==> src/rtl/hazard_ctrl_if.sv <==
// Handshake bundle between the ID/EX pipeline control and hazard_ctrl.
// The pipeline side (master) drives ID fields and branch resolution; the controller answers.
interface hazard_ctrl_if #(
    parameter int REG_ADDR_W = 5,
    parameter int CNT_W      = 16
);
    logic                  id_valid;
    logic [REG_ADDR_W-1:0] id_reg_read_addr_1;
    logic [REG_ADDR_W-1:0] id_reg_read_addr_2;
    logic                  id_reg_write_enable;
    logic [REG_ADDR_W-1:0] id_reg_write_addr;
    logic                  id_reg_write_select;
    logic                  mem_branch_taken;
    logic                  stall_flag;
    logic                  branch_flag;
    logic [1:0]            fwd_sel_1;
    logic [1:0]            fwd_sel_2;
    logic [CNT_W-1:0]      stall_count;
    logic [CNT_W-1:0]      flush_count;

    modport master (
        output id_valid, id_reg_read_addr_1, id_reg_read_addr_2,
               id_reg_write_enable, id_reg_write_addr, id_reg_write_select,
               mem_branch_taken,
        input  stall_flag, branch_flag, fwd_sel_1, fwd_sel_2,
               stall_count, flush_count
    );

    modport slave (
        input  id_valid, id_reg_read_addr_1, id_reg_read_addr_2,
               id_reg_write_enable, id_reg_write_addr, id_reg_write_select,
               mem_branch_taken,
        output stall_flag, branch_flag, fwd_sel_1, fwd_sel_2,
               stall_count, flush_count
    );
endinterface

==> src/rtl/hazard_ctrl.sv <==
// Load-use stall, branch flush and EX forwarding control from a shadow scoreboard (EX/MEM/WB/WB2).
// Optional saturating perf counters are built when HAZARD_PERF_CNT_EN is defined.
module hazard_ctrl #(
    parameter int REG_ADDR_W = 5,
    parameter int CNT_W      = 16
) (
    input  logic          clk,
    input  logic          rst,
    hazard_ctrl_if.slave  hz
);
    typedef logic [REG_ADDR_W-1:0] addr_t;

    typedef struct packed {
        logic  valid;
        logic  we;
        logic  is_load;
        addr_t dst;
    } slot_t;

    slot_t r_ex, r_mem, r_wb, r_wb2;
    addr_t r_ex_src1, r_ex_src2;

    slot_t w_id_slot;
    logic  w_hazard, w_branch, w_stall, w_mem_load_hit;

    function automatic logic wr_match(slot_t s, addr_t r);
        return s.valid && s.we && (s.dst == r) && (r != '0);
    endfunction

    // A load still in MEM cannot be forwarded; the stall should have kept it from happening.
    function automatic logic [1:0] fwd_pick(slot_t ex, slot_t mem, slot_t wb, slot_t wb2, addr_t src);
        if (!ex.valid)           return 2'd0;
        if (wr_match(mem, src))  return mem.is_load ? 2'd0 : 2'd1;
        if (wr_match(wb, src))   return 2'd2;
        if (wr_match(wb2, src))  return 2'd3;
        return 2'd0;
    endfunction

    always_comb begin
        w_id_slot         = '0;
        w_id_slot.valid   = hz.id_valid;
        w_id_slot.we      = hz.id_reg_write_enable;
        w_id_slot.is_load = hz.id_reg_write_select;
        w_id_slot.dst     = hz.id_reg_write_addr;
    end

    assign w_hazard = hz.id_valid && r_ex.is_load &&
                      (wr_match(r_ex, hz.id_reg_read_addr_1) || wr_match(r_ex, hz.id_reg_read_addr_2));
    assign w_branch = hz.mem_branch_taken && r_mem.valid;
    assign w_stall  = w_hazard && !w_branch;

    assign hz.stall_flag  = w_stall;
    assign hz.branch_flag = w_branch;
    assign hz.fwd_sel_1   = fwd_pick(r_ex, r_mem, r_wb, r_wb2, r_ex_src1);
    assign hz.fwd_sel_2   = fwd_pick(r_ex, r_mem, r_wb, r_wb2, r_ex_src2);

    always_ff @(posedge clk or posedge rst) begin
        if (rst) begin
            r_ex      <= '0;
            r_mem     <= '0;
            r_wb      <= '0;
            r_wb2     <= '0;
            r_ex_src1 <= '0;
            r_ex_src2 <= '0;
        end else begin
            r_wb2 <= r_wb;
            r_wb  <= r_mem;
            if (w_branch) begin
                r_mem <= '0;
                r_ex  <= '0;
            end else if (w_stall) begin
                r_mem <= r_ex;
                r_ex  <= '0;
            end else begin
                r_mem     <= r_ex;
                r_ex      <= w_id_slot;
                r_ex_src1 <= hz.id_reg_read_addr_1;
                r_ex_src2 <= hz.id_reg_read_addr_2;
            end
        end
    end

    assign w_mem_load_hit = r_ex.valid && r_mem.is_load &&
                            (wr_match(r_mem, r_ex_src1) || wr_match(r_mem, r_ex_src2));

    a_no_mem_load_fwd: assert property (@(posedge clk) disable iff (rst) !w_mem_load_hit);

`ifdef HAZARD_PERF_CNT_EN
    logic [CNT_W-1:0] r_stall_cnt, r_flush_cnt;

    always_ff @(posedge clk or posedge rst) begin
        if (rst) begin
            r_stall_cnt <= '0;
            r_flush_cnt <= '0;
        end else begin
            if (w_stall && (r_stall_cnt != '1))
                r_stall_cnt <= r_stall_cnt + CNT_W'(1);
            if (w_branch && (r_flush_cnt != '1))
                r_flush_cnt <= r_flush_cnt + CNT_W'(1);
        end
    end

    assign hz.stall_count = r_stall_cnt;
    assign hz.flush_count = r_flush_cnt;
`else
    assign hz.stall_count = '0;
    assign hz.flush_count = '0;
`endif
endmodule

==> src/flat_wrapper.sv <==
// flat-port wrapper written by rule: the top's interface ports become plain ports
module hazard_ctrl_flat 
#(
    parameter int REG_ADDR_W = 5,
    parameter int CNT_W      = 16
)
  (clk, rst, hz_id_valid, hz_id_reg_read_addr_1, hz_id_reg_read_addr_2, hz_id_reg_write_enable, hz_id_reg_write_addr, hz_id_reg_write_select, hz_mem_branch_taken, hz_stall_flag, hz_branch_flag, hz_fwd_sel_1, hz_fwd_sel_2, hz_stall_count, hz_flush_count);
  hazard_ctrl_if #(.REG_ADDR_W(REG_ADDR_W), .CNT_W(CNT_W)) hz_i ();
  input  logic clk;
  input  logic rst;
  input wire logic [$bits(hz_i.id_valid)-1:0] hz_id_valid;
  input wire logic [$bits(hz_i.id_reg_read_addr_1)-1:0] hz_id_reg_read_addr_1;
  input wire logic [$bits(hz_i.id_reg_read_addr_2)-1:0] hz_id_reg_read_addr_2;
  input wire logic [$bits(hz_i.id_reg_write_enable)-1:0] hz_id_reg_write_enable;
  input wire logic [$bits(hz_i.id_reg_write_addr)-1:0] hz_id_reg_write_addr;
  input wire logic [$bits(hz_i.id_reg_write_select)-1:0] hz_id_reg_write_select;
  input wire logic [$bits(hz_i.mem_branch_taken)-1:0] hz_mem_branch_taken;
  output wire logic [$bits(hz_i.stall_flag)-1:0] hz_stall_flag;
  output wire logic [$bits(hz_i.branch_flag)-1:0] hz_branch_flag;
  output wire logic [$bits(hz_i.fwd_sel_1)-1:0] hz_fwd_sel_1;
  output wire logic [$bits(hz_i.fwd_sel_2)-1:0] hz_fwd_sel_2;
  output wire logic [$bits(hz_i.stall_count)-1:0] hz_stall_count;
  output wire logic [$bits(hz_i.flush_count)-1:0] hz_flush_count;
  assign hz_i.id_valid = hz_id_valid;
  assign hz_i.id_reg_read_addr_1 = hz_id_reg_read_addr_1;
  assign hz_i.id_reg_read_addr_2 = hz_id_reg_read_addr_2;
  assign hz_i.id_reg_write_enable = hz_id_reg_write_enable;
  assign hz_i.id_reg_write_addr = hz_id_reg_write_addr;
  assign hz_i.id_reg_write_select = hz_id_reg_write_select;
  assign hz_i.mem_branch_taken = hz_mem_branch_taken;
  assign hz_stall_flag = hz_i.stall_flag;
  assign hz_branch_flag = hz_i.branch_flag;
  assign hz_fwd_sel_1 = hz_i.fwd_sel_1;
  assign hz_fwd_sel_2 = hz_i.fwd_sel_2;
  assign hz_stall_count = hz_i.stall_count;
  assign hz_flush_count = hz_i.flush_count;
  hazard_ctrl #(.REG_ADDR_W(REG_ADDR_W), .CNT_W(CNT_W)) u_core (.clk(clk), .rst(rst), .hz(hz_i));
endmodule
==> config.mk <==
export PLATFORM = sky130hd
export DESIGN_NAME = hazard_ctrl_flat
export DESIGN_NICKNAME = d
export VERILOG_FILES = /design/src/rtl/hazard_ctrl_if.sv /design/src/rtl/hazard_ctrl.sv /design/src/flat_wrapper.sv
export SDC_FILE = /design/constraint.sdc
export NUM_CORES = 1
export LEC_CHECK = 0
export ABC_AREA = 1
export CAP_MARGIN = 5
export CORE_UTILIZATION = 44
export DETAILED_ROUTE_END_ITERATION = 8
export GPL_TIMING_DRIVEN = 0
export PLACE_DENSITY = 0.76
export REMOVE_ABC_BUFFERS = 1
export SLEW_MARGIN = 40
export SYNTH_ARGS = -nofsm -noshare
export SYNTH_HDL_FRONTEND = slang
export SYNTH_SLANG_ARGS = --single-unit
export TNS_END_PERCENT = 30
==> constraint.sdc <==
create_clock -name clk -period 1.52 [get_ports clk]
set_clock_uncertainty 0.2 [all_clocks]
set_input_delay 0.304 -clock clk [delete_from_list [all_inputs] [get_ports clk]]
set_output_delay 0.304 -clock clk [all_outputs]
set_load 0.02 [all_outputs]
==> flow_summary.toml <==
[global_route]
grt-ovfl-total = 0
use_met2 = 0.372
grt_usage = 0.220
grt_use_met3 = 0.0393
gr-usage-met1 = 0.265
grt_busiest_layer = "met2"
grt_pass1_vias = 1953
grt_start_max_net_pins = 28
antenna_found_initial = 0
grt_pass1_wl_um = 8960

[clocking]
clk_pin_slew_ns = 0.07
clk-insertion-delay-late_ns = 0.29
root_buffer = "clkbuf_8"
cts.path.max_buffers = 2
cts_tree = "done"
htree_levels = 2
clock_sinks = 40
numCtsBuffers = 5

[setup_path]
max_stage_delay_ns = 0.44
crit_family = "simple AND/OR/NAND/NOR gates"
crit_chain = "buf_4 -> xnor2_2 -> nand2_1 -> nor3_2 -> nand2_1 -> nand3_1 -> a21oi_2 -> buf_4"
arrival_ns = 1.80
crit_type = "reg2out"
crit_buf_inv = 2
startpoint_type = "flip-flop"
critPathMaxFanout = 5
cp_slowest_cell = "dfrtp_2"
cp_num_cells = 8
worstPathRequired_ns = 1.02
end_kind = "output pin"
ff2ff_path_depth = 11

[pwr]
power_leakage_nw = 1.63
p_per_area_mw_per_mm2 = 935
irDropWorstVdd_v = 0.000722

[sta]
final_max_slew_viol_count = 0
setup_tns_ns = -6.35
grt_setup_unrepaired = "true"
hold_viol = 0
setup_violations = 24
min_period_over_period = 1.52
fmax_mhz = 433
fin_ws_ns = -0.787
finalCriticalPeriod_ns = 2.31

[placement]
io_buffers = 26
pre_cts_ws_ns = -1.25
gp_congestion = 0.924
dp_hpwl_um = 3590

[routing]
drt-pass1-iter-count = 6
wl_um = 5660
drc = 0
routedWlPerCell_um = 13.1
ant_nets = 0
dr_total_vias = 2085
vias_per_cell = 4.82
first_iter_violations = 119

[synth]
syn-cell-area_mm2 = 0.00231
synthCells = 309
yosysUniqueCellTypes = 26
ys_top_cells_by_area = "dfrtp_1 (43%), nand2_1 (13%), buf_4 (10%), inv_1 (6.8%), nor2_1 (6.7%)"
synth.avg_cell_area_um2 = 7.48
yosysWarnings = 0
ys_ff_latch = 40
yosysTopAreaCell = "dfrtp_1"
yosysSeqAreaShare = 0.433
synth_top_area_share = 0.433

[flow_run]
maxCapViolations = 0

[die]
die_w_um = 74.5
fp.dieH_um = 74.5
dieArea_mm2 = 0.00555
initial_core_util = 0.456
pin_count = 59
core_area_mm2 = 0.00507
rows = 26

[status]
violations = "setup timing"
status = "finished, violations left"

[final_layout]
utilization = 0.616
final_cell_mix = "nand2_1 (76), inv_1 (33), nor2_1 (32), conb_1 (32), dfrtp_1 (29)"
num_antenna_cells = 0
area_growth_pct = 35.1
final_common_cell = "nand2_1"
drive_gt1_frac = 0.284
fin_nets = 384

[hold_path]
hold_path_class = "in2async"
-- layout make-up --
cell class	instances	area (um2)
clock inverter	2	60.1
clock buffer	5	68.8
fill	419	1950
tap	70	87.6
inverter	43	169
timing repair buffer	52	518
sequential	40	1010
multi-input combinational	221	1210
-- kinds of logic (layout without fill, tap and decap cells) --
logic type	count (synthesis)	after routing	share of synthesized area
other	1	32	0.00162
and+or+nand+nor	153	155	0.275
xor gates and xnor gates	14	14	0.0530
AOI/OAI and AO/OA	20	20	0.0476
buffers and inverters	81	102	0.189
DFF	40	40	0.433
-- cells in the mapped netlist --
| cell | count |
|---|---|
| nand4_1 | 4 |
| nand3_1 | 15 |
| xnor2_1 | 8 |
| inv_2 | 1 |
| nand2_4 | 1 |
| a21oi_2 | 1 |
| xor2_1 | 6 |
| clkbuf_1 | 3 |
| a21oi_1 | 7 |
| o21ai_0 | 9 |
| conb_1 | 1 |
| inv_1 | 42 |
| clkbuf_2 | 1 |
| buf_8 | 1 |
| dfrtp_1 | 40 |
| nand2_1 | 80 |
| buf_4 | 32 |
| nor2_1 | 41 |
| nor3_1 | 5 |
| or2_2 | 1 |
| or2_0 | 1 |
| o211ai_1 | 2 |
| nand2_2 | 3 |
| buf_2 | 1 |
| nand3b_1 | 2 |
| o22ai_1 | 1 |
-- worst paths after layout --
kind	start	to	slack, ns
hold / removal	rst	u_core.r_ex[4]	0.08
setup reg to reg	u_core.r_ex[1]	u_core.r_ex_src2[1]	-0.22
setup / recovery	u_core.r_ex_src2[2]	hz_fwd_sel_2[0]	-0.79
hold reg to reg	u_core.r_wb[7]	u_core.r_wb2[7]	0.17
max in group asynchronous	rst	u_core.r_ex_src2[0]	0.59
min in group clk	u_core.r_wb[7]	u_core.r_wb2[7]	0.17
-- sequential cells by signal, indices dropped and copies added, names as in the netlist --
register          count
u_core.r_mem          8
u_core.r_ex_src2      5
u_core.r_ex_src1      5
u_core.r_ex           8
u_core.r_wb           7
u_core.r_wb2          7
-- power by group --
group          internal [mW]  switching [mW]
sequential              1.16           0.108
combinational          0.277           0.374
clock                  0.646           0.357
-- metal layers --
layer,wire length [um],up-vias,share of wire
met4,336,0,0.059
met3,269,36,0.047
met5,0,-,0
met2,2890,100,0.51
met1,2170,963,0.38
li1,-,986,-
-- per-stage QoR --
| stage | cell area, um2 | total power [mW] | hold WS [ns] | instances |
|---|---|---|---|---|
| after floorplan | 2150 | 1.59 | 0.154 | 302 |
| after global placement | 2500 | 1.72 | 0.157 | 398 |
| after detailed placement | 2520 | 1.75 | 0.160 | 399 |
| after CTS | 2950 | 2.87 | 0.0882 | 428 |
| after global routing | 3120 | 3.08 | 0.116 | 433 |
| final | 3120 | 2.92 | 0.0799 | 433 |
-- timing repair --
item | in CTS | in global routing
setup buffers | 21 | 9
pin swaps | 19 | 20
gates cloned | 1 | 2
hold buffers | 0 | 0
endpoints found under the setup margin | 24 | 25
resized for setup | 93 | 37
(Power assumes the default switching activity.)
==> patch 1: new RTL, same settings <==
`REG_ADDR_W` is set to 5 in 3 places; all go to 3.
--- a/src/rtl/hazard_ctrl_if.sv
+++ b/src/rtl/hazard_ctrl_if.sv
@@ -3,3 +3,3 @@
 interface hazard_ctrl_if #(
-    parameter int REG_ADDR_W = 5,
+    parameter int REG_ADDR_W = 3,
     parameter int CNT_W      = 16
--- a/src/rtl/hazard_ctrl.sv
+++ b/src/rtl/hazard_ctrl.sv
@@ -3,3 +3,3 @@
 module hazard_ctrl #(
-    parameter int REG_ADDR_W = 5,
+    parameter int REG_ADDR_W = 3,
     parameter int CNT_W      = 16
--- a/src/flat_wrapper.sv
+++ b/src/flat_wrapper.sv
@@ -3,3 +3,3 @@
 #(
-    parameter int REG_ADDR_W = 5,
+    parameter int REG_ADDR_W = 3,
     parameter int CNT_W      = 16
Interface: changed (resized hz_id_reg_read_addr_1, hz_id_reg_read_addr_2 and hz_id_reg_write_addr); port bits go from 59 to 53. The function was not compared with the original's and may differ.
==> patch 1 against the original RTL <==
  * Critical endpoint is now hz_fwd_sel_2[1]
  * Clock power is 55% lower
  * Sequential cell count decreased by 12
  * Cell area fell by 35%
  * Synthesized cell count is 28% lower
  * Routed wire length is 49% lower
  * Area after synthesis is 27% lower
  * The flow still finishes with violations (setup timing)
  * Cell count is 31% lower
  * Largest cell class unchanged
  * Setup slack improved by 0.26 ns
  * Power down 40%
  * Largest power group unchanged
  * Via count is 38% lower
  * Sequential share of layout area up 2.2 points
==> patch 1: results (changes against the original RTL) <==
| Metric | Value |
|---|---|
| Run status | `finished with violations (unchanged)` |
| Failing checks | `setup timing (unchanged)` |
| RR Endpoint | `u_core.r_ex_src2[2] (was u_core.r_ex_src2[1])` |
| Number of nets in the layout | `267 (was 384)` |
| Post-route setup slack | `-0.523 ns (was -0.787 ns)` |
| Number of CTS-inserted buffers | `3 (was 5)` |
| CP Max Fanout | `4 (was 5)` |
| Slowest cell on the critical path | `dfrtp_1 (was dfrtp_2)` |
| Fraction of layout cells with a size suffix above 1 | `0.235 (was 0.284)` |
| Final estimated routing congestion in global placement | `0.809 (was 0.924)` |
| Insertion delay of the later-clocked pin in the worst-skew pair | `0.27 ns (was 0.29 ns)` |
| Largest net degree at the start of global routing | `29 (was 28)` |
| H-tree levels | `1 (was 2)` |
| Total negative slack | `-2.77 ns (was -6.35 ns)` |
| Per-instance average area after synthesis | `7.59 µm² (was 7.48 µm²)` |
| Hold path startpoint | `u_core.r_wb[5]` |
| Hold Slack | `0.178 ns (was 0.0799 ns)` |
| Ranking of synthesized cells by instance count | `nand2_1, buf_4, inv_1, nor2_1, dfrtp_1 (was nand2_1, inv_1, nor2_1, dfrtp_1, buf_4)` |
| Maximum single-stage delay on the critical path | `0.41 ns (was 0.44 ns)` |
| Largest voltage drop on the vdd net | `602 µV (was 722 µV)` |
| Leading post-synthesis cells by cell area | `dfrtp_1, buf_4, nand2_1 (was dfrtp_1, nand2_1, buf_4)` |
| Routed via count | `1295 (was 2085)` |
| Worst hold path class | `register to register (was input pin to async pin)` |
| Register-to-register path setup slack | `-0.06 ns (was -0.22 ns)` |
| Static Leak | `1.06 nW (was 1.63 nW)` |
| Inst Count DP | `286 (was 399)` |
| First-pass detailed-route iteration total | `4 (was 6)` |
| Vias per std cell | `4.33 (was 4.82)` |
| Post-detail-place hpwl | `2190 µm (was 3590 µm)` |
| First DRT Iteration DRCs | `21 (was 119)` |
| Count of different cell masters after synthesis | `20 (was 26)` |
| Largest registers ranked by flip-flop count | `u_core.r_ex x6, u_core.r_mem x6 (was u_core.r_ex x8, u_core.r_mem x8)` |
| Global-route wire length before repair | `4940 µm (was 8960 µm)` |
| Seq/Total Area, Yosys | `0.416 (was 0.433)` |
| Critical Path AT | `1.54 ns (was 1.80 ns)` |
| Via count of the first global-routing pass | `1249 (was 1953)` |
| GRT Util Overall | `0.158 (was 0.220)` |
| Placement Cell Area | `1800 µm² (was 2520 µm²)` |
| Clock slew at the register clock pins of the worst setup and hold paths | `0.09 ns (was 0.07 ns)` |
| Endpoints failing setup | `18 (was 24)` |
| FF-to-FF Start | `u_core.r_ex[0] (was u_core.r_ex[1])` |
| Count of filler cells inserted in the layout | `350 (was 419)` |
-- patch 1: final cells by class --
type,count,area [µm²],area share
Multi-Input combinational cell,157,810,0.399
Sequential cell,28,703,0.347
Timing Repair Buffer,29,269,0.133
Inverter,33,131,0.0648
Tap cell,48,60.1,0.0296
Clock buffer,4,55.1,0.0271
-- patch 1: how the worst max path moves through the flow --
stage	to	startpoint	slack, ns
6_report	hz_fwd_sel_2[1]	u_core.r_ex_src2[0]	-0.52
4_1_cts	hz_fwd_sel_2[1]	u_core.r_ex_src2[0]	-0.54
3_5_place_dp	hz_stall_flag	hz_id_reg_read_addr_1[1]	-1.08
5_1_grt	hz_fwd_sel_2[0]	u_core.r_ex_src2[0]	-0.65
2_1_floorplan	hz_fwd_sel_2[0]	u_core.r_ex_src2[0]	-0.24
3_3_place_gp	hz_stall_flag	hz_id_reg_read_addr_1[1]	-1.07
-- patch 1: worst register-to-register path: cells and delay by family, from the launching register on --
family	cells	cell delay, ns
buffers and inverters	2	0.23
DFF	1	0.42
and+or+nand+nor	9	0.64
-- patch 1: timing repair --
| action | 4_1_cts | 5_1_grt |
|---|---|---|
| resized for setup | 54 | 19 |
| pin swaps | 6 | 8 |
| setup endpoints to repair | 18 | 18 |
| cloned | 0 | 0 |
| hold buffers | 0 | 0 |
| setup buffers | 6 | 3 |
-- patch 1: logic make-up (layout without fill, tap and decap cells) --
kind of cell	Yosys count	in the layout	share of synthesized area
DFF	28	28	0.416
and+or+nand+nor	105	105	0.274
other	1	32	0.00223
AOI/OAI and AO/OA	13	13	0.0401
xor gates and xnor gates	7	7	0.0364
buffers and inverters	68	66	0.231
-- patch 1: layer usage --
metal  wire length [µm]  GRT usage
met4                 61     0.0682
met1               1140      0.148
met3                 86     0.0286
met5                  0          0
met2               1620      0.323
-- patch 1: power breakdown --
group | total, mW | switching (mW) | internal, mW
sequential | 0.871 | 0.0600 | 0.811
combinational | 0.421 | 0.265 | 0.156
clock | 0.450 | 0.218 | 0.232
total | 1.74 | 0.543 | 1.20
==> patch 2: new RTL, same flow settings <==
Without the edit above. Build with the macro `HAZARD_PERF_CNT_EN` defined.
--- a/src/rtl/hazard_ctrl.sv
+++ b/src/rtl/hazard_ctrl.sv
@@ -2,2 +2,4 @@
 // Optional saturating perf counters are built when HAZARD_PERF_CNT_EN is defined.
+`define HAZARD_PERF_CNT_EN
+
 module hazard_ctrl #(
Behaviour: not the same (Yosys sat finds a counterexample within 4 cycles, from zero or initial values and one cycle with rst high).
==> patch 2 against the original RTL <==
  * The flow still finishes with violations (setup timing)
  * Area after synthesis up 69%
  * Setup slack improved by 0.060 ns
  * Die area grew 67%
  * Synthesized cell count increased by 60%
  * Clock power up 66%
  * Cell area rose by 74%
  * Power is 84% higher
  * Global-route usage up 0.88 points
  * Routed wire length grew 87%
  * Sequential cell count rose by 32
  * Combinational power is 110% higher
  * Largest power group unchanged
==> patch 2: results (changes against the original RTL) <==
| Metric | Value |
|---|---|
| Source of the critical timing path | `u_core.r_ex_src2[3] (was u_core.r_ex_src2[2])` |
| Slowest cell on the critical path | `dfrtp_1 (was dfrtp_2)` |
| Share of the final layout cell area in multi-input gates | `0.390 (was 0.386)` |
| Internal power component | `3.70 mW (was 2.08 mW)` |
| Top delay family on crit path | `flip-flops (was simple AND/OR/NAND/NOR gates)` |
| Hold Slack | `0.0581 ns (was 0.0799 ns)` |
| Leading post-synthesis cells by cell area | `dfrtp_1, nand2_1, xor2_1 (was dfrtp_1, nand2_1, buf_4)` |
| Met3 routing resource usage after global routing | `0.0387 (was 0.0393)` |
| RR Endpoint | `u_core.hz.stall_count[3] (was u_core.r_ex_src2[1])` |
| Via count of the first global-routing pass | `3431 (was 1953)` |
| Endpoints failing setup | `58 (was 24)` |
| First DRT Iteration DRCs | `287 (was 119)` |
| Met1 track demand over resource | `0.280 (was 0.265)` |
| Placement Cell Area | `4590 µm² (was 2520 µm²)` |
| H-tree levels | `3 (was 2)` |
| Register-to-register path setup slack | `-0.40 ns (was -0.22 ns)` |
| Global-route wire length before repair | `16000 µm (was 8960 µm)` |
| CP Max Fanout | `4 (was 5)` |
| Largest voltage drop on the vdd net | `752 µV (was 722 µV)` |
| Number of buffer cells added on primary ports | `58 (was 26)` |
| Post-route setup slack | `-0.727 ns (was -0.787 ns)` |
| Fraction of layout cells with a size suffix above 1 | `0.343 (was 0.284)` |
| Met2 wire length | `5450 µm (was 2890 µm)` |
| Met2 Resource Use GR | `0.395 (was 0.372)` |
| First-pass detailed-route iteration total | `5 (was 6)` |
| Run status | `finished with violations (unchanged)` |
| Portion of the layout cell area used by non-clock buffers | `0.165 (was 0.166)` |
| Ranking of synthesized cells by instance count | `nand2_1, dfrtp_1, inv_1, nor2_1, xor2_1 (was nand2_1, inv_1, nor2_1, dfrtp_1, buf_4)` |
| DP Worst Slack | `-1.18 ns (was -1.25 ns)` |
| Failing checks | `setup timing (unchanged)` |
| Clock tree buffer count of the final layout | `13 (was 5)` |
| Number of CTS-inserted buffers | `9 (was 5)` |
| Area taken by multi-input logic gates | `2120 µm² (was 1210 µm²)` |
| Adder-cell share of the synthesized area | `0.00641 (was 0)` |
patch 2: cell types whose count changed after synthesis, moves of 7 or more:
| cell | change |
|---|---|
| nand2_1 | +79 |
| o21ai_1 | +9 |
| xor2_1 | +22 |
| nand3_1 | +7 |
| inv_1 | +14 |
| nor2_1 | +7 |
| dfrtp_1 | +32 |
| buf_4 | -28 |
patch 2: power by group through the flow:
stage	sequential (mW)	clock, mW	combinational, mW
after floorplan	2.42	0	0.464
after global routing	2.37	1.75	1.48
after global placement	2.35	0	0.908
after CTS	2.33	1.67	1.18
final	2.35	1.66	1.37
after detailed placement	2.36	0	0.941
patch 2: logic make-up (layout without fill, tap and decap cells):
| family | count (synthesis) | in the layout |
|---|---|---|
| and+or+nand+nor | 280 | 282 |
| buffers and inverters | 73 | 184 |
| DFF | 72 | 72 |
| xor gates and xnor gates | 40 | 40 |
| adders and majority gates | 2 | 2 |
| AOI/OAI and AO/OA | 26 | 26 |
